--- config.mk ---
export PLATFORM = sky130hd
export DESIGN_NAME = hwmod_rst_seq_flat
export DESIGN_NICKNAME = d
export VERILOG_FILES = /design/src/rtl/hwmod_rst_seq_if.sv /design/src/rtl/hwmod_rst_seq.sv /design/src/flat_wrapper.sv
export SDC_FILE = /design/constraint.sdc
export NUM_CORES = 1
export LEC_CHECK = 0
export ABC_AREA = 0
export BUFFER_PORTS_ARGS = -buffer_cell sky130_fd_sc_hd__buf_2
export CAP_MARGIN = 20
export CORE_MARGIN = 2
export CORE_UTILIZATION = 48
export DETAILED_ROUTE_END_ITERATION = 8
export GPL_TIMING_DRIVEN = 0
export HOLD_SLACK_MARGIN = 0.12
export PLACE_DENSITY_LB_ADDON = 0.12
export SLEW_MARGIN = 20
export SYNTH_ARGS = -nofsm -noshare
export SYNTH_HDL_FRONTEND = slang
export SYNTH_SLANG_ARGS = --single-unit
--- constraint.sdc ---
create_clock -name clk -period 2.3 [get_ports clk]
set_input_delay 0.115 -clock clk [delete_from_list [all_inputs] [get_ports clk]]
set_output_delay 0.115 -clock clk [all_outputs]
set_load 0.01 [all_outputs]
--- src/rtl/hwmod_rst_seq_if.sv ---
// Peripheral-bus bundle for the reset sequencer's status register.
// The CPU side is the master; the sequencer's register port is the slave.
interface hwmod_rst_seq_if;
   logic        per_en;
   logic [1:0]  per_we;
   logic [13:0] per_addr;
   logic [15:0] per_din;
   logic [15:0] per_dout;

   modport master (
      output per_en,
      output per_we,
      output per_addr,
      output per_din,
      input  per_dout
   );

   modport slave (
      input  per_en,
      input  per_we,
      input  per_addr,
      input  per_din,
      output per_dout
   );
endinterface

--- src/rtl/hwmod_rst_seq.sv ---
// Reset sequencer: turns VRASED/CASU violation requests into a minimum-width core
// reset, verifies the core reboots to the reset handler, and logs cause/count.
module hwmod_rst_seq #(
   parameter int          RST_CYCLES    = 16,
   parameter int          BOOT_TIMEOUT  = 64,
   parameter logic [15:0] RESET_HANDLER = 16'h0000,
   parameter logic [13:0] PER_ADDR      = 14'h0098
) (
   input  logic              clk,
   input  logic              reset_n,
   input  logic              vrased_req,
   input  logic              casu_req,
   input  logic [15:0]       pc,
   hwmod_rst_seq_if.slave    bus,
   output logic              cpu_rst,
   output logic              rst_active
);

   typedef enum logic [1:0] {IDLE, HOLD, BOOT} state_t;

   localparam logic [7:0] HOLD_LOAD = 8'(RST_CYCLES - 1);
   localparam logic [7:0] BOOT_LAST = 8'(BOOT_TIMEOUT - 1);

   state_t     state_reg, state_next;
   logic [7:0] timer_reg, timer_next;
   logic [2:0] cause_reg, cause_next;
   logic [7:0] viol_cnt_reg, viol_cnt_next;
   logic       cpu_rst_reg;

   logic       req;
   logic       addr_hit;
   logic       clr;
   logic       rd;
   logic       event_now;
   logic       timeout_now;
   logic [2:0] cause_base;
   logic [7:0] cnt_base;
   logic       unused_din;

   assign req        = vrased_req | casu_req;
   assign addr_hit   = bus.per_en && (bus.per_addr == PER_ADDR);
   assign clr        = addr_hit && (bus.per_we != 2'b00);
   assign rd         = addr_hit && (bus.per_we == 2'b00);
   assign unused_din = ^bus.per_din;

   always_comb begin
      state_next  = state_reg;
      timer_next  = timer_reg;
      event_now   = 1'b0;
      timeout_now = 1'b0;
      case (state_reg)
         IDLE: begin
            if (req) begin
               event_now = 1'b1;
            end
         end
         HOLD: begin
            if (timer_reg != 8'd0) begin
               timer_next = timer_reg - 8'd1;
            end else if (!req) begin
               state_next = BOOT;
               timer_next = 8'd0;
            end
         end
         BOOT: begin
            timer_next = timer_reg + 8'd1;
            if (req) begin
               event_now = 1'b1;
            end else if (pc == RESET_HANDLER) begin
               state_next = IDLE;
            end else if (timer_reg == BOOT_LAST) begin
               event_now   = 1'b1;
               timeout_now = 1'b1;
            end
         end
         default: begin
            state_next = IDLE;
            timer_next = 8'd0;
         end
      endcase
      if (event_now) begin
         state_next = HOLD;
         timer_next = HOLD_LOAD;
      end
   end

   // A software clear lands before a same-cycle event so the event is never lost.
   always_comb begin
      cause_base    = clr ? 3'b000 : cause_reg;
      cnt_base      = clr ? 8'd0 : viol_cnt_reg;
      cause_next    = cause_base;
      viol_cnt_next = cnt_base;
      if (event_now) begin
         cause_next    = cause_base | {timeout_now, casu_req, vrased_req};
         viol_cnt_next = (cnt_base == 8'hFF) ? 8'hFF : cnt_base + 8'd1;
      end
   end

   always_ff @(posedge clk or negedge reset_n) begin
      if (!reset_n) begin
         state_reg    <= IDLE;
         timer_reg    <= 8'd0;
         cause_reg    <= 3'b000;
         viol_cnt_reg <= 8'd0;
         cpu_rst_reg  <= 1'b0;
      end else begin
         state_reg    <= state_next;
         timer_reg    <= timer_next;
         cause_reg    <= cause_next;
         viol_cnt_reg <= viol_cnt_next;
         cpu_rst_reg  <= (state_next == HOLD);
      end
   end

   assign cpu_rst      = cpu_rst_reg;
   assign rst_active   = (state_reg != IDLE);
   assign bus.per_dout = rd ? {viol_cnt_reg, 5'b00000, cause_reg} : 16'h0000;

endmodule

--- src/flat_wrapper.sv ---
// flat-port wrapper written by rule: the top's interface ports become plain ports
module hwmod_rst_seq_flat 
#(
   parameter int          RST_CYCLES    = 16,
   parameter int          BOOT_TIMEOUT  = 64,
   parameter logic [15:0] RESET_HANDLER = 16'h0000,
   parameter logic [13:0] PER_ADDR      = 14'h0098
)
  (clk, reset_n, vrased_req, casu_req, pc, cpu_rst, rst_active, bus_per_en, bus_per_we, bus_per_addr, bus_per_din, bus_per_dout);
  hwmod_rst_seq_if bus_i ();
  input  logic clk;
  input  logic reset_n;
  input  logic vrased_req;
  input  logic casu_req;
  input  logic [15:0] pc;
  output logic cpu_rst;
  output logic rst_active;
  input wire logic [$bits(bus_i.per_en)-1:0] bus_per_en;
  input wire logic [$bits(bus_i.per_we)-1:0] bus_per_we;
  input wire logic [$bits(bus_i.per_addr)-1:0] bus_per_addr;
  input wire logic [$bits(bus_i.per_din)-1:0] bus_per_din;
  output wire logic [$bits(bus_i.per_dout)-1:0] bus_per_dout;
  assign bus_i.per_en = bus_per_en;
  assign bus_i.per_we = bus_per_we;
  assign bus_i.per_addr = bus_per_addr;
  assign bus_i.per_din = bus_per_din;
  assign bus_per_dout = bus_i.per_dout;
  hwmod_rst_seq #(.RST_CYCLES(RST_CYCLES), .BOOT_TIMEOUT(BOOT_TIMEOUT), .RESET_HANDLER(RESET_HANDLER), .PER_ADDR(PER_ADDR)) u_core (.clk(clk), .reset_n(reset_n), .vrased_req(vrased_req), .casu_req(casu_req), .pc(pc), .bus(bus_i), .cpu_rst(cpu_rst), .rst_active(rst_active));
endmodule
Word level (Yosys, flattened, before mapping)
Cells that the tools add are included.

Add/subtract/negate cells: 3. Equality and inequality tests: 8. Muxes and demuxes: 23. Reductions and logical operators: 10. Bitwise operators: 2.

Operators by type and width (number): 2-to-1 mux 8 bit (6); one-hot mux 8 bit (3 select lines) (1); adder 8 x 1 -> 8 bit (second input constant) (2); logical NOT 16 bit (1); 2-to-1 mux 16 bit (1); equality test 14 x 8 -> 1 bit (second input constant) (1); 2-to-1 mux 2 bit (5); equality test 8 x 6 -> 1 bit (second input constant) (1); equality test 8 bit (second input constant) (1); nonzero test 8 bit (1); subtractor 8 x 1 -> 8 bit (second input constant) (1); 2-to-1 mux 1 bit (6); 2-to-1 mux 3 bit (2); one-hot mux 2 bit (3 select lines) (1); equality test 2 x 1 -> 1 bit (second input constant) (2); logical NOT 2 bit (2); inequality test 4 bit (second input constant) (1); nonzero test 2 bit (2); logical AND 1 bit (3); OR 3 bit (1); equality test 2 bit (second input constant) (1); inequality test 2 x 1 -> 1 bit (second input constant) (1); one-hot mux 1 bit (2 select lines) (1); AND reduction 2 bit (1); OR 1 bit (1).

Output and inout port bits: 18. Word-level logic and storage cells: 51. Input port bits: 53. Register bits after elaboration: 22.

Logic depth before layout (Yosys ltp)
Gate-level depths: netlist of the first run.

Word-level depth: 7. Mapped depth: 8. Depth with buffers taken out: 7.

Least setup slack after synthesis of the first run
No wires, ideal clock.

Kind: reg2reg. Start: register u_core.timer_reg[3]. End: register u_core.timer_reg[7]. Buffers on the path: 1. Setup slack: 0.285 ns. Required time: 2.164 ns. Arrival time: 1.879 ns. Cell stages (with the launch flop): 7. Period minus slack after synthesis: 2.015 ns. Cell sequence: dfrtp_1 -> buf_6 -> or3_4 -> or3_1 -> mux2_4 -> a222oi_1 -> nor3_1.

Cells in the longest elaborated chain, start to end: 7. Elaborated cells on any way between the ends: 14. Classes of those cells: 2 x add/sub; 3 x eq/ne; 7 x mux; 2 x reduce/logical.

Ends and longest elaborated chain: start: declaration (line hwmod_rst_seq.sv:25) `logic [7:0] timer_reg, timer_next;`; start signal: assignment (line hwmod_rst_seq.sv:108) `timer_reg <= timer_next;`; equality test 8 x 6 -> 1 bit (line hwmod_rst_seq.sv:71) `end else if (timer_reg == BOOT_LAST) begin`; 2-to-1 mux 1 bit (line hwmod_rst_seq.sv:71); 2-to-1 mux 1 bit (line hwmod_rst_seq.sv:69) `end else if (pc == RESET_HANDLER) begin`; 2-to-1 mux 1 bit (line hwmod_rst_seq.sv:67) `if (req) begin`; one-hot mux 1 bit (2 select lines) (line hwmod_rst_seq.sv:51) `case (state_reg)`; inequality test 4 bit (no line) or inequality test 2 x 1 -> 1 bit (tied branches); AND reduction 2 bit (no line).

Parallel ways exist; a longest one is shown, timed or not. A chain may end at the register's enable or synchronous reset.

Worst setup path after layout of the first run
Start: register u_core.timer_reg[0]. End: register u_core.timer_reg[3].

Same word-level chain as after synthesis.

==> results.yml, run 1 <==
die:
  dieArea_um2: 3890
  initial_utilization_pct: 49.4
  die_h_um: 62.3
  core_area_um2: 3310
  row_count: 21
  die_x_um: 62.3
  io_pins: 71
synth:
  synth-edff-count: 0
  synth_ff_type: "dfrtp_1"
  synthCells: 189
  yosys_warnings: 0
  async_flop_share_pct: 100
  ys_types: 51
  yosys_register_bits: 22
  synth-seq-area-share_pct: 33.7
  synth_area_um2: 1630
  avgSynthCellArea_um2: 8.65
worst_setup_path:
  r2r_end: "u_core.timer_reg[3]"
  required_ns: 2.48
  cp_top_family: "compound AO/OA/AOI/OAI gates"
  cp_cell_sequence: "clkbuf_2 -> inv_1 -> ha_1 -> nand2b_1 -> o41ai_4 -> o221ai_1 -> a32oi_1 -> nand2_1"
  worst_path_largest_cell_delay_ns: 0.40
  critPathMaxFanout: 9
  rr_startpoint: "u_core.timer_reg[0]"
  end_kind: "register"
  slowest_stage: "o41ai_4"
  reg2reg_depth: 8
  cp.arrival_ns: 2.29
  r2r_slack_ns: 0.19
  crit_type: "register to register"
  critPathBufInv: 2
  cp-start-kind: "register"
detailed_routing:
  num_vias: 1625
  avgViaCountPerCell: 5.53
  routedWlPerCell_um: 13.4
  ant_nets: 0
  drcViolationCount: 0
  firstDrtPassIters: 4
  wirelength_um: 3950
  first_iter_violations: 145
placed_design:
  gp_congestion: 0.834
  dp.cells: 288
  dpl.hpwl_um: 2950
  port_buffers: 49
  place_ws_ns: -0.00620
cts:
  numCtsBuffers: 3
  cts_setup_buffers: 0
  clkLatencyLatePin_ns: 0.31
  cts.clk_slew.worst_paths_ns: 0.13
  htree_levels: 1
  clockBufferDepth: 2
  cts_root_buffer: "clkbuf_4"
  cts_tree: "yes"
  clock_sinks: 22
sta:
  hold_violations: 0
  final.setup.worst_slack_ns: 0.191
  rsz0062_at_grt: "false"
  tns_ns: 0
  fin_crit_sh_pct: 91.7
  min_period_ns: 2.11
  tightest_slew_ns: 0.524
  setup_viol: 0
  relSlewSlack_pct: 65.1
  finClkSkew_ns: 0.0140
  slew_viol_final: 0
  fmax_mhz: 474
power_and_ir_drop:
  p_sw_share_pct: 45.5
  combinationalPowerShare_pct: 57.8
  power_density_nw_per_um2: 952
  pwr-share-seq_pct: 33.1
  switchingPower_mw: 0.877
  ir_drop_v: 0.000539
  leakagePower_nw: 0.927
  cell_internal_pwr_mw: 1.05
  clockPowerShare_pct: 9.1
outcome:
  status: "completed"
layout:
  fin_nets: 309
  syn_to_final_growth_pct: 23.8
  layout-drive-gt1-share_pct: 27.4
  fin_cells: 294
  diodes: 0
  utilization_pct: 61.1
global_routing:
  grt_overflow: 0
  grt_pass1_vias: 1538
  grt_pass1_wl_um: 6840
  antenna_found_initial: 0
  grt_max_degree: 23
  track_usage_pct: 21.4
job:
  drv_cap: 0
hold_path:
  hold_class: "input pin to async pin"
[kinds of logic (layout without fill, tap and decap cells)]
group,count (synthesis),after routing,synth area share (%)
xor gates and xnor gates,6,6,3.22
DFF,22,22,33.7
adders and majority gates,6,6,4.59
AOI/OAI and AO/OA,49,49,22.6
and+or+nand+nor,81,81,27.8
other,1,5,0.229
buffers and inverters,23,78,6.97
muxes,1,1,0.919
[layer usage]
layer / vias up / share of wire (%) / global-route usage [%]
met5: - / 0 / 0
met1: 753 / 46 / 28.8
met3: 2 / 5.0 / 3.80
li1: 818 / - / -
met4: 0 / 0.25 / 3.33
met2: 52 / 49 / 37.0
[Yosys cell counts (all sizes together), types with 2 or more instances]
library cell  count  share of area [%]
a22o              3                1.6
or3               3                1.5
nand4             3                1.1
nor4b             2                1.1
a221o             3                1.8
a211oi            4                1.8
ha                6                4.6
and3              4                1.5
nor2             13                3.0
a311oi            2                1.1
xnor2             5                2.7
nor4              6                2.3
o21ai             7                2.1
and2             13                5.0
nand2            12                2.8
and4              3                1.6
nand2b            2               0.77
nand3             5                1.5
inv               7                1.6
a21oi            10                3.1
clkbuf            8                1.8
nor3              9                2.8
a31oi             5                1.9
dfrtp            22                 34
buf               8                3.5
nand4b            2                1.1
a222oi            2                1.2
o22ai             3                1.5
[worst max path at each step]
stage	from	to	slack, ns	depth (start not counted)
2_1_floorplan	u_core.timer_reg[3]	u_core.timer_reg[7]	0.29	6
4_1_cts	u_core.timer_reg[1]	u_core.viol_cnt_reg[3]	0.004	6
3_3_place_gp	u_core.timer_reg[0]	u_core.timer_reg[3]	-0.005	8
3_5_place_dp	u_core.timer_reg[0]	u_core.timer_reg[3]	-0.006	8
5_1_grt	u_core.timer_reg[0]	u_core.timer_reg[3]	0.03	8
6_report	u_core.timer_reg[0]	u_core.timer_reg[3]	0.19	8
[layout make-up]
class,count,area [um2]
Fill cell,334,1290
Timing Repair Buffer,52,275
Multi-Input combinational cell,148,1000
Tap cell,46,57.6
Inverter,7,26.3
Sequential cell,22,551
Buffer,16,90.1
Clock buffer,3,22.5
[through the flow]
stage	power (mW)	instance area (um2)	hold slack, ns
floorplan	1.44	1650	-0.181
finish	1.93	2020	0.283
CTS	1.91	2010	0.271
global route	2.10	2020	0.304
global placement	1.70	1950	0.114
detailed placement	1.72	1950	0.111
[timing repair]
action	CTS	global route
hold endpoints to repair	24	0
setup endpoints to repair	2	14
hold buffers	3	0
resized for setup	1	6
[worst register-to-register path, cell delays in order, from the launching register on]
cell	delay, ns
dfrtp_1	0.39
clkbuf_2	0.17
inv_1	0.08
ha_1	0.23
nand2b_1	0.17
o41ai_4	0.40
o221ai_1	0.20
a32oi_1	0.27
nand2_1	0.07
[power groups by stage]
stage,clock (mW),combinational [mW],sequential [mW]
4_1_cts,0.186,1.09,0.635
5_1_grt,0.207,1.23,0.665
2_1_floorplan,0,0.829,0.614
3_3_place_gp,0,1.06,0.641
3_5_place_dp,0,1.08,0.643
6_report,0.176,1.11,0.637
[layout by cell type (no fill, tap or decap), drive strengths merged, types with 6 or more instances in the layout]
cell	netlist	layout
nor3	9	9
buf	8	57
and2	13	13
a21oi	10	10
nor2	13	13
nand2	12	12
o21ai	7	7
nor4	6	6
inv	7	7
dfrtp	22	22
clkbuf	8	11
ha	6	6
No activity file was read; power rests on OpenSTA's default activity.
==> run 2, diff against run 1 <==
- REMOVE_ABC_BUFFERS: not set -> 1
==> results.yml, run 2 (synthesized netlist as in run 1, its figures left out) <==
sta:
  fmax_mhz: 473
  tns_ns: 0
  relSlewSlack_pct: 45.1
  tightest_slew_ns: 0.817
  fin_crit_sh_pct: 92.0
  setup_viol: 0
  min_period_ns: 2.12
  slew_viol_final: 0
  finClkSkew_ns: 0.00504
  hold_violations: 0
  rsz0062_at_grt: "false"
cts:
  clockBufferDepth: 2
  numCtsBuffers: 3
  cts.clk_slew.worst_paths_ns: 0.14
  htree_levels: 1
  clock_sinks: 22
  clkLatencyLatePin_ns: 0.32
  cts_root_buffer: "clkbuf_4"
  cts_tree: "yes"
detailed_routing:
  avgViaCountPerCell: 5.80
  first_iter_violations: 122
  num_vias: 1648
  routedWlPerCell_um: 14.2
  wirelength_um: 4030
  drcViolationCount: 0
  firstDrtPassIters: 4
  ant_nets: 0
worst_setup_path:
  crit_type: "register to register"
  cp-start-kind: "register"
  required_ns: 2.51
  crit_start: "u_core.timer_reg[3]"
  rr_startpoint: "u_core.timer_reg[3]"
  slowest_stage: "dfrtp_1"
  critPathMaxFanout: 10
  cp.arrival_ns: 2.32
  end_kind: "register"
  cp_cell_sequence: "or3_4 -> or3_1 -> mux2_4 -> a222oi_1 -> nor3_1"
  worst_path_largest_cell_delay_ns: 0.50
outcome:
  status: "completed"
job:
  drv_cap: 0
layout:
  fin_nets: 298
  final_cell_mix: "49 x buf_2, 22 x dfrtp_1, 13 x and2_1, 12 x nor2_1, 12 x nand2_1"
  layout-drive-gt1-share_pct: 27.3
  diodes: 0
  final_common_cell: "buf_2"
  syn_to_final_growth_pct: 22.2
power_and_ir_drop:
  ir_drop_v: 0.000439
  fin_total_pwr_mw: 2.05
  power_density_nw_per_um2: 1030
  leakagePower_nw: 0.907
global_routing:
  track_usage_pct: 22.2
  antenna_found_initial: 0
  grt_max_degree: 23
  grt_overflow: 0
  grt_pass1_wl_um: 7220
  grt_pass1_vias: 1622
placed_design:
  dpl.hpwl_um: 2920
  gp_congestion: 0.830
  port_buffers: 49
die:
  dieArea_um2: 3890
  die_h_um: 62.3
  die_x_um: 62.3
  io_pins: 71
  initial_utilization_pct: 49.4
  core_area_um2: 3310
  row_count: 21
hold_path:
  hold_class: "input pin to async pin"
## run 2: cell count changes in the layout (fill, tap and decap cells not counted), sizes merged
cell    delta
bufinv     +1
clkbuf     -8
buf        -3
## run 2: path summary, 6_finish.rpt
| kind | depth (start not counted) | endpoint | slack, ns |
|---|---|---|---|
| setup / recovery | 5 | u_core.timer_reg[7] | 0.18 |
| max in group asynchronous | 2 | u_core.timer_reg[1] | 1.68 |
| setup reg to reg | 5 | u_core.timer_reg[7] | 0.18 |
| hold reg to reg | 1 | u_core.cause_reg[0] | 0.51 |
| hold / removal | 2 | u_core.viol_cnt_reg[0] | 0.28 |
| min in group clk | 5 | u_core.viol_cnt_reg[7] | 0.31 |
## run 2: repair_timing
action	in CTS	in global routing
resized for setup	1	2
setup buffers	0	5
pin swaps	1	1
hold endpoints to repair	24	0
hold buffers	3	0
setup endpoints to repair	6	12
## run 2: layer usage
metal | up-vias | wire (um) | track usage [%]
met5 | - | 0 | 0
met4 | 0 | 8 | 3.61
met1 | 777 | 1850 | 29.4
met3 | 2 | 274 | 3.80
li1 | 797 | - | -
met2 | 72 | 1890 | 38.7
## run 2: cell type report
class                           count  area (um2)
Fill cell                         308        1310
Multi-Input combinational cell    148         997
Sequential cell                    22         551
Timing Repair Buffer               57         313
Tap cell                           46        57.6
Clock inverter                      1        30.0
Inverter                            7        26.3
Clock buffer                        3        22.5
## run 2: stage by stage
stage                     hold WS (ns)  cells  setup slack, ns  instance area, um2  util (%)
after floorplan                 -0.181    177            0.300                1560         -
after global placement           0.111    272          -0.0298                1860      56.3
after detailed placement         0.118    272           -0.133                1860      56.3
after CTS                        0.307    279           0.0243                1950      59.0
after global routing             0.317    284           0.0125                2000      60.3
final                            0.278    284            0.184                2000      60.3
## run 2: report_power, final
part	switching [mW]	internal, mW	leakage (nW)
sequential	0.191	0.509	0.267
clock	0.131	0.176	0.0279
combinational	0.564	0.480	0.612
## run 2: critical path: cells and delay by family, from the launching register on
kind / cells / cell delay, ns
and+or+nand+nor: 3 / 0.94
muxes: 1 / 0.30
AOI/OAI and AO/OA: 1 / 0.27
DFF: 1 / 0.50
